**config.mk**
```make
export PLATFORM = sky130hd
export DESIGN_NAME = vend_ctrl_multi
export DESIGN_NICKNAME = d
export VERILOG_FILES = /design/src/rtl/vend_pkg.sv /design/src/rtl/vend_change_ctr.sv /design/src/rtl/vend_ctrl_multi.sv
export SDC_FILE = /design/constraint.sdc
export NUM_CORES = 1
export LEC_CHECK = 0
export ABC_CLOCK_PERIOD_IN_PS = 3800
export CAP_MARGIN = 20
export CORE_MARGIN = 3
export CORE_UTILIZATION = 53
export CTS_CLUSTER_DIAMETER = 100
export CTS_CLUSTER_SIZE = 14
export DETAILED_ROUTE_END_ITERATION = 16
export GPL_TIMING_DRIVEN = 0
export PLACE_DENSITY = 0.89
export SYNTH_ARGS = -nofsm -noshare
export SYNTH_HDL_FRONTEND = slang
export SYNTH_SLANG_ARGS = --single-unit
```
**constraint.sdc**
```tcl
create_clock -name clk -period 3.8 [get_ports clk]
set_input_delay 0.57 -clock clk [delete_from_list [all_inputs] [get_ports clk]]
set_output_delay 0.57 -clock clk [all_outputs]
set_load 0.05 [all_outputs]
```
**src/rtl/vend_pkg.sv**
```systemverilog
// vend_pkg -- shared definitions for the multi-item vending controller.
//   vend_state_e : FSM state encoding, also driven out on the 3-bit state port.
//   COIN_*       : coin codes on the 2-bit coin input.
//   coin_units() : coin code -> credit units (1 unit = one quarter).
// Optional feature macro: VEND_CANCEL_EN adds the REFUND state.
package vend_pkg;

  // Encodings are fixed so that builds with and without cancel agree
  typedef enum logic [2:0] {
    ST_IDLE   = 3'd0,
    ST_CREDIT = 3'd1,
    ST_VEND   = 3'd2,
    ST_CHANGE = 3'd3
`ifdef VEND_CANCEL_EN
    , ST_REFUND = 3'd4
`endif
  } vend_state_e;

  localparam logic [1:0] COIN_NONE = 2'b00;
  localparam logic [1:0] COIN_Q1   = 2'b01;
  localparam logic [1:0] COIN_Q2   = 2'b10;
  localparam logic [1:0] COIN_Q4   = 2'b11;

  function automatic logic [2:0] coin_units(input logic [1:0] c);
    case (c)
      COIN_Q1: return 3'd1;
      COIN_Q2: return 3'd2;
      COIN_Q4: return 3'd4;
      default: return 3'd0;
    endcase
  endfunction

endpackage

```
**src/rtl/vend_change_ctr.sv**
```systemverilog
// vend_change_ctr -- one payout step for CHANGE / REFUND.
// Given the remaining credit, says whether a quarter goes out this step,
// what credit is left afterwards, and whether payout is already complete.
//   credit_i : remaining credit in units
//   pulse_o  : a quarter is returned on this step
//   credit_o : credit after this step
//   done_o   : nothing left to return
module vend_change_ctr #(
  parameter int CREDIT_W = 6
) (
  input  logic [CREDIT_W-1:0] credit_i,
  output logic                pulse_o,
  output logic [CREDIT_W-1:0] credit_o,
  output logic                done_o
);

  assign done_o   = (credit_i == '0);
  assign pulse_o  = !done_o;
  assign credit_o = done_o ? credit_i : credit_i - CREDIT_W'(1);

endmodule

```
**src/rtl/vend_ctrl_multi.sv**
```systemverilog
// vend_ctrl_multi -- coin-operated vending controller with N_ITEMS priced items.
// Accepts quarters (1/2/4 units), vends on a valid selection with enough
// credit, then returns leftover credit one quarter per cycle.
// Optional feature macro: VEND_CANCEL_EN adds a cancel input that refunds
// credit from the CREDIT state.
// Ports:
//   clk, rst                    : clock, synchronous active-high reset
//   coin_valid, coin            : coin presented (00 means no coin)
//   sel_valid, sel              : item selection
//   vend_valid, vend_item,
//   vend_ready                  : dispense handshake
//   change_pulse                : one returned quarter per high cycle
//   coin_reject, sel_denied     : single-cycle pulses
//   credit, state               : current credit (units) and FSM state
//   cancel (VEND_CANCEL_EN)     : refund request
module vend_ctrl_multi
  import vend_pkg::*;
#(
  parameter int N_ITEMS    = 4,
  parameter int CREDIT_W   = 6,
  parameter int MAX_CREDIT = 16,
  parameter logic [N_ITEMS*CREDIT_W-1:0] ITEM_PRICE =
    {CREDIT_W'(8), CREDIT_W'(6), CREDIT_W'(5), CREDIT_W'(4)}
) (
  input  logic                       clk,
  input  logic                       rst,
  input  logic                       coin_valid,
  input  logic [1:0]                 coin,
  input  logic                       sel_valid,
  input  logic [$clog2(N_ITEMS)-1:0] sel,
  input  logic                       vend_ready,
`ifdef VEND_CANCEL_EN
  input  logic                       cancel,
`endif
  output logic                       vend_valid,
  output logic [$clog2(N_ITEMS)-1:0] vend_item,
  output logic                       change_pulse,
  output logic                       coin_reject,
  output logic                       sel_denied,
  output logic [CREDIT_W-1:0]        credit,
  output logic [2:0]                 state
);

  localparam int SEL_W = $clog2(N_ITEMS);

  vend_state_e         state_q;
  logic [CREDIT_W-1:0] credit_q;
  logic                vend_valid_q, change_pulse_q, coin_reject_q, sel_denied_q;
  logic [SEL_W-1:0]    vend_item_q;

  // Coin evaluation; sum carries 3 extra bits so the ceiling test never wraps
  logic [2:0]          units;
  logic                coin_pres;
  logic [CREDIT_W+2:0] credit_sum;
  logic                coin_fits;

  assign units      = coin_units(coin);
  assign coin_pres  = coin_valid && (units != 3'd0);
  assign credit_sum = {3'b000, credit_q} + {{CREDIT_W{1'b0}}, units};
  assign coin_fits  = (credit_sum <= (CREDIT_W+3)'(MAX_CREDIT));

  // Selection evaluation; out-of-range selections see price 0 but are
  // filtered by sel_legal
  logic [CREDIT_W-1:0] price;
  logic                sel_legal, can_buy;

  always_comb begin
    price = '0;
    for (int i = 0; i < N_ITEMS; i++)
      if (sel == SEL_W'(i)) price = ITEM_PRICE[i*CREDIT_W +: CREDIT_W];
  end

  assign sel_legal = ({1'b0, sel} < (SEL_W+1)'(N_ITEMS));
  assign can_buy   = sel_legal && (credit_q >= price);

  // Payout step always looks at the live credit, so the same step serves
  // the first quarter on leaving VEND / CREDIT and each following one
  logic                pay_pulse_d, pay_done_d;
  logic [CREDIT_W-1:0] pay_credit_d;

  vend_change_ctr #(.CREDIT_W(CREDIT_W)) u_change (
    .credit_i (credit_q),
    .pulse_o  (pay_pulse_d),
    .credit_o (pay_credit_d),
    .done_o   (pay_done_d)
  );

  always_ff @(posedge clk) begin
    if (rst) begin
      state_q        <= ST_IDLE;
      credit_q       <= '0;
      vend_valid_q   <= 1'b0;
      vend_item_q    <= '0;
      change_pulse_q <= 1'b0;
      coin_reject_q  <= 1'b0;
      sel_denied_q   <= 1'b0;
    end else begin
      coin_reject_q  <= 1'b0;
      sel_denied_q   <= 1'b0;
      change_pulse_q <= 1'b0;
      case (state_q)
        ST_IDLE: begin
          // Credit is always 0 here, so any selection is unaffordable
          if (sel_valid) sel_denied_q <= 1'b1;
          if (coin_pres) begin
            if (coin_fits) begin
              credit_q <= credit_sum[CREDIT_W-1:0];
              state_q  <= ST_CREDIT;
            end else begin
              coin_reject_q <= 1'b1;
            end
          end
        end
        ST_CREDIT: begin
`ifdef VEND_CANCEL_EN
          if (cancel) begin
            coin_reject_q  <= coin_pres;
            change_pulse_q <= pay_pulse_d;
            credit_q       <= pay_credit_d;
            state_q        <= ST_REFUND;
          end else
`endif
          if (sel_valid) begin
            // Selection wins; a coppresented coin is bounced either way
            coin_reject_q <= coin_pres;
            if (can_buy) begin
              credit_q     <= credit_q - price;
              vend_item_q  <= sel;
              vend_valid_q <= 1'b1;
              state_q      <= ST_VEND;
            end else begin
              sel_denied_q <= 1'b1;
            end
          end else if (coin_pres) begin
            if (coin_fits) credit_q <= credit_sum[CREDIT_W-1:0];
            else           coin_reject_q <= 1'b1;
          end
        end
        ST_VEND: begin
          coin_reject_q <= coin_pres;
          if (vend_ready) begin
            vend_valid_q   <= 1'b0;
            change_pulse_q <= pay_pulse_d;
            credit_q       <= pay_credit_d;
            state_q        <= pay_done_d ? ST_IDLE : ST_CHANGE;
          end
        end
        ST_CHANGE
`ifdef VEND_CANCEL_EN
        , ST_REFUND
`endif
        : begin
          coin_reject_q  <= coin_pres;
          change_pulse_q <= pay_pulse_d;
          credit_q       <= pay_credit_d;
          if (pay_done_d) state_q <= ST_IDLE;
        end
        default: state_q <= ST_IDLE;
      endcase
    end
  end

  assign state        = state_q;
  assign credit       = credit_q;
  assign vend_valid   = vend_valid_q;
  assign vend_item    = vend_item_q;
  assign change_pulse = change_pulse_q;
  assign coin_reject  = coin_reject_q;
  assign sel_denied   = sel_denied_q;

endmodule

```
# --- Yosys cells after proc, flatten, opt, wreduce, memory -nomap -nowiden ---
# Cells that the tools add are included.
# Widths: inputs -> output; s select.
totals:
  word_cells: 75
  reg_bits: 15
  output_inout_bits: 15
op_classes:
  n_eq_ne: 16
  muxes: 34
  n_lt_le_gt_ge: 2
  n_reduce_logical: 13
  add_sub_neg: 3
ops:
  columns: ["operator", "n"]
  rows:
  - ["$mux 6", 9]
  - ["$pmux 6 s4", 1]
  - ["$mux 3", 7]
  - ["$ne 2x2->1 const B", 6]
  - ["$pmux 3 s4", 1]
  - ["$mux 1", 10]
  - ["$pmux 3 s3", 1]
  - ["$eq 2x2->1 const B", 4]
  - ["$add 6x3->7", 1]
  - ["$le 7x5->1 const B", 1]
  - ["$eq 3x2->1 const B", 2]
  - ["$ge 6x6->1", 1]
  - ["$logic_not 6->1", 1]
  - ["$pmux 1 s2", 3]
  - ["$reduce_and 3->1", 2]
  - ["$reduce_and 6->1", 1]
  - ["$sub 6x1->6 const B", 1]
  - ["$sub 6x6->6", 1]
  - ["$eq 2x1->1 const B", 2]
  - ["$reduce_and 4->1", 1]
  - ["$reduce_bool 4->1", 1]
  - ["$eq 3x1->1 const B", 1]
  - ["$logic_not 3->1", 1]
  - ["$ne 3x3->1 const B", 1]
  - ["8 further kinds", 8]

# --- Depth between registers and ports, before layout ---
logic_depth:
  ltp_word: 9
  mapped_depth: 10
  depth_no_buf: 10

# --- Modules after synthesis ---
# From an unflattened synthesis, not the netlist that was laid out.
hier_totals:
  hier_cells: 197
  area_unflattened_um2: 1506.4
modules_own_cells:
  columns: ["module", "instances", "area_per_inst_um2", "cells_each"]
  rows:
  - ["vend_ctrl_multi", 1, 1368.8, 177]
  - ["vend_change_ctr", 1, 137.6, 20]

# --- Worst setup path before layout ---
# OpenSTA, ideal clock, no wires.
synth_timing:
  path_kind: "register -> register"
  from: "reg credit_q[1] (netlist: credit[1])"
  to: "reg state_q[0] (netlist: state[0])"
  setup_slack_ps: 782
  synth_period_minus_slack_ps: 3018
  n_path_buf: 0
  stages_incl_launch_ff: 9
  arrival_time_ps: 2947
  cell_sequence: "dfxtp_1 inv_1 fa_1 xnor2_1 or4b_4 o2111ai_2 a31oi_1 or4_1 a21oi_1"
synth_between:
  elab_chain_len: 4
  word_cells_on_any_way: 11
synth_rtl:
  columns: ["item", "line_no", "source"]
  rows:
  - ["start, declared", "vend_ctrl_multi.sv:47", "logic [CREDIT_W-1:0] credit_q;"]
  - ["start signal, assigned", "vend_ctrl_multi.sv:107", "credit_q <= credit_sum[CREDIT_W-1:0];"]
  - ["start signal, assigned", "vend_ctrl_multi.sv:127", "credit_q <= credit_q - price;"]
  - ["start signal, assigned", "vend_ctrl_multi.sv:135", "if (coin_fits) credit_q <= credit_sum[CREDIT_W-1:0];"]
  - ["$add 6x3->7 or $logic_not 6->1 (tied branches)", "vend_ctrl_multi.sv:59, vend_change_ctr.sv:17", null]
  - ["$le 7x5->1 or $mux 2 (tied branches)", "vend_ctrl_multi.sv:60, vend_ctrl_multi.sv:145", null]
  - ["$ne 2x2->1 (no line) or $mux 3 (tied branches)", null, null]
  - ["$reduce_and 6->1 (no line) or $pmux 3 s4 (tied branches)", null, null]
  - ["end signal, assigned", "vend_ctrl_multi.sv:145", "state_q <= pay_done_d ? ST_IDLE : ST_CHANGE;"]
  - ["end, declared", "vend_ctrl_multi.sv:46", "vend_state_e state_q;"]
# Several ways; a longest one is shown, not always the timed one. The select of a mux whose other input is x is not followed.
# A chain may end at the register's enable or synchronous reset.

# --- Final worst setup path ---
layout_timing:
  from: "in coin[0]"
  to: "reg state_q[0] (netlist: state[0])"
layout_between:
  elab_chain_len: 6
  word_cells_on_any_way: 11
layout_rtl:
  columns: ["item", "line_no", "source"]
  rows:
  - ["start, declared", "vend_ctrl_multi.sv:28", "input logic [1:0] coin,"]
  - ["$eq 2x2->1 or $eq 2x1->1 (tied branches)", "vend_pkg.sv:25", "case (c)"]
  - ["$pmux 3 s3 (*)", "vend_pkg.sv:25", null]
  - ["$add 6x3->7 or $reduce_bool 3->1 (tied branches)", "vend_ctrl_multi.sv:59, vend_ctrl_multi.sv:58", null]
  - ["$le 7x5->1 or $logic_and 1x1->1 (tied branches)", "vend_ctrl_multi.sv:60, vend_ctrl_multi.sv:58", null]
  - ["$ne 2x2->1 (no line)", null, null]
  - ["$reduce_and 6->1 (no line) (*)", null, null]
# Every way passes the cells marked *; elsewhere a longest branch is shown, timed or not.

==> key figures <==
Worst hold path
  – Hold crit path type: flip-flop to flip-flop
  – Hold Path Cell Cnt: 2
  – Min-delay src: vend_item[1]
  – WHS Endpoint: vend_item[1]

Placement
  – Routability congestion estimate: approximately 0.98
  – Cell count after placement: about 230
  – Post-placement worst setup slack: approximately 0.13 ns
  – Hpwl dp: about 3000 um
  – PortBufs: 22

Die
  – Starting Density: 0.591
  – Core area: approximately 0.0023 sq mm
  – DIE WIDTH: 57.1 um
  – DIE AREA: about 0.0033 sq mm
  – Rows: 17
  – Chip height: 57.1 um
  – # IOs: 24

Worst setup path
  – Crit Path Class: input port to flip-flop
  – FF-to-FF Start: credit[1]
  – CP top delay family: simple AND/OR/NAND/NOR gates
  – Worst EP arrival: around 3.6 ns
  – CP peak stage delay: 0.53 ns
  – Critical Path Stages: 11
  – CP cell instances: clkdlybuf4s50_1, nor2b_1, ha_1, inv_1, fa_1, xnor2_1, or3b_1, o211ai_1, a31oi_1, or4_1, a21oi_1
  – Worst path slowest cell: or4_1
  – CP required: approximately 4.0 ns
  – RR Endpoint: state[0]
  – Startpoint Class: input port
  – CP bufs+invs: 2
  – CP Max Fanout: 4
  – CP Capture Type: flip-flop
  – R2R setup slack: between 0.8 and 0.9 ns
  – R2R depth: 8

Pwr
  – Internal Power: ~540 uW
  – Reg power frac: 0.200
  – Worst VDD drop: 487 uV
  – Logic pwr share: 0.700
  – Lkg Pwr: 0.000659 uW
  – Overall power: about 1200 uW
  – Sw frac: 0.535
  – Switching pwr: between 600 and 700 uW
  – P per Cell Area: 694 mW/mm^2
  – Clk pwr share: 0.100

Clock tree
  – H-Tree Level Count: 1
  – Clock net sink count: 14
  – Hold buffer count at cts: 0
  – Post CTS Setup Buffer Count: 0
  – Root Buffer: clkbuf_4
  – TritonCTS Buffers: 3
  – Bufs on Longest Clock Path: 2
  – Post-CTS resize count: 0
  – CTS tree: built
  – Skew-Pair Late Insertion Delay: 0.29 ns
  – Register clock-pin slew on the reported worst setup and hold paths: 0.10 ns

Synth
  – Synth Cell Area: between 0.001 and 0.0015 sq mm
  – Sequential area share after synthesis: 0.203
  – Synth Flop Type: dfxtp_1
  – Yosys warning count: 0
  – Syn Nets: approximately 210
  – Post-synth EDFFs: 0
  – Asr flop ratio synth: 0
  – Flops & latches, synth: 14
  – Cells after synthesis: roughly 180
  – Mean Syn Cell Area: between 7 and 8 sq um
  – Post-synthesis cell type count: 50

Final layout
  – Fin util: 0.716
  – Register area: between 200 and 300 sq um
  – Multi-input gate area: 0.00103 sq mm
  – Fin nets: 233
  – Area delta synth->final: 21.1%
  – FILL cells: 211
  – Antenna diodes: 0
  – Layout cells sized above 1: 0.0481
  – Final cell count without fillers: between 200 and 250

Timing
  – Worst clock skew: roughly 0.0088 ns
  – Fin. max-slew vios: 0
  – Fin worst setup slack: ~0.39 ns
  – Fin crit period: ~3.4 ns
  – Tightest Pin Transition: about 0.65 ns
  – RSZ-0062 raised after global routing: no
  – Hold Vio Cnt, Final: 0
  – Setup TNS: 0 ns
  – Final setup vio count: 0
  – Normalized max-slew margin: 0.564
  – Final Cycle Share: 0.898
  – Max Clk Rate: 293 MHz

Routing
  – DRT Pass-1 Iters: 7
  – Routed Antenna Nets: 0
  – Drt drc: 0
  – DR vias: approximately 1500
  – Iteration-0 DRC Markers: 96
  – DR WL/cell: around 16 um
  – Final WL: around 3800 um
  – Drt via density: 6.44

GRT
  – Gr ovfl total: 0
  – Initial antenna violation count: 0
  – Largest net degree at the start of global routing: 11
  – Total GRT Usage: 0.244
  – Vias in the first global route: about 1500
  – First-pass GRT wire length: approximately 6600 um

Run status
  – Outcome: finished, final reports clean

Run
  – # Max-Cap Violations: 0
metrics by stage:
stage,instance area (sq um),hold slack [ns]
6_report,1680,0.463
5_1_grt,1680,0.492
2_1_floorplan,1380,0.671
4_1_cts,1680,0.467
3_5_place_dp,1640,0.453
3_3_place_gp,1640,0.444
cell families (layout without fill, tap and decap cells):
group / after synthesis / count (layout) / synth area share
xor+xnor: 4 / 4 / 0.0253
fa+ha+maj: 15 / 15 / 0.146
buf+inv: 18 / 44 / 0.0515
simple gates: 67 / 67 / 0.250
other cells: 1 / 1 / 0.00271
mux: 1 / 1 / 0.00723
compound gates: 62 / 62 / 0.315
flops: 14 / 14 / 0.203
registers in the layout, summed over array words and instances (netlist names):
| signal | count |
|---|---|
| change_pulse | 1 |
| coin_reject | 1 |
| credit | 6 |
| sel_denied | 1 |
| state | 2 |
| vend_item | 2 |
| vend_valid | 1 |
worst register-to-register path, stage by stage, from the launching register on:
cell and delay (ns):
dfxtp_1 0.47, inv_1 0.19, fa_1 0.50, xnor2_1 0.18
or3b_1 0.42, o211ai_1 0.24, a31oi_1 0.20, or4_1 0.53
a21oi_1 0.16
synthesized netlist by cell type, types with 5 or more instances:
cell type / instances / area share
nor2_1: 16 / 0.043
nand2_1: 15 / 0.041
dfxtp_1: 14 / 0.20
ha_1: 13 / 0.12
a21oi_1: 12 / 0.043
inv_1: 12 / 0.033
o21ai_0: 10 / 0.036
nand3_1: 6 / 0.022
clkbuf_1: 5 / 0.014
nand2b_1: 5 / 0.023
o22ai_1: 5 / 0.023
how the worst max path moves through the flow:
stage	startpoint	endpoint	slack, ns
after floorplan	credit[1]	state[0]	0.78
after global placement	coin[0]	state[0]	0.27
after detailed placement	coin[0]	state[0]	0.13
after CTS	coin[0]	state[0]	0.41
after global routing	coin[0]	state[0]	0.22
final	coin[0]	state[0]	0.39
layer usage:
metal,GRT usage,vias up,wire [um]
met1,0.296,693,1580
li1,-,727,-
met3,0.0407,18,266
met4,0.113,0,83
met2,0.419,81,1880
met5,0,-,0
power groups by stage:
| stage | Clock [uW] | Sequential [uW] | Combinational (uW) |
|---|---|---|---|
| finish | 116 | 232 | 814 |
| global placement | 0 | 230 | 762 |
| CTS | 113 | 231 | 800 |
| floorplan | 0 | 332 | 491 |
| global route | 119 | 237 | 889 |
| detailed placement | 0 | 235 | 795 |
placed cells by master, fill, tap and decap left out, drive strengths merged, types with 4 or more instances in the layout:
| cell | instances |
|---|---|
| o22ai | 5 |
| nor3 | 4 |
| nor2b | 4 |
| a21oi | 12 |
| dfxtp | 14 |
| ha | 13 |
| clkdlybuf4s50 | 22 |
| nand3 | 6 |
| o211ai | 4 |
| nand2 | 15 |
| clkbuf | 9 |
| inv | 12 |
| o21ai | 10 |
| o2bb2ai | 4 |
| o21a | 4 |
| nor2 | 16 |
| nand2b | 5 |
| and2 | 4 |
layout make-up:
class	instances	share of cell area
Clock buffer	4	0.0217
Multi-Input combinational cell	150	0.616
Tap cell	28	0.0209
Inverter	12	0.0269
Timing Repair Buffer	22	0.131
Buffer	6	0.0157
Sequential cell	14	0.167
No activity file was read; power rests on OpenSTA's default activity.
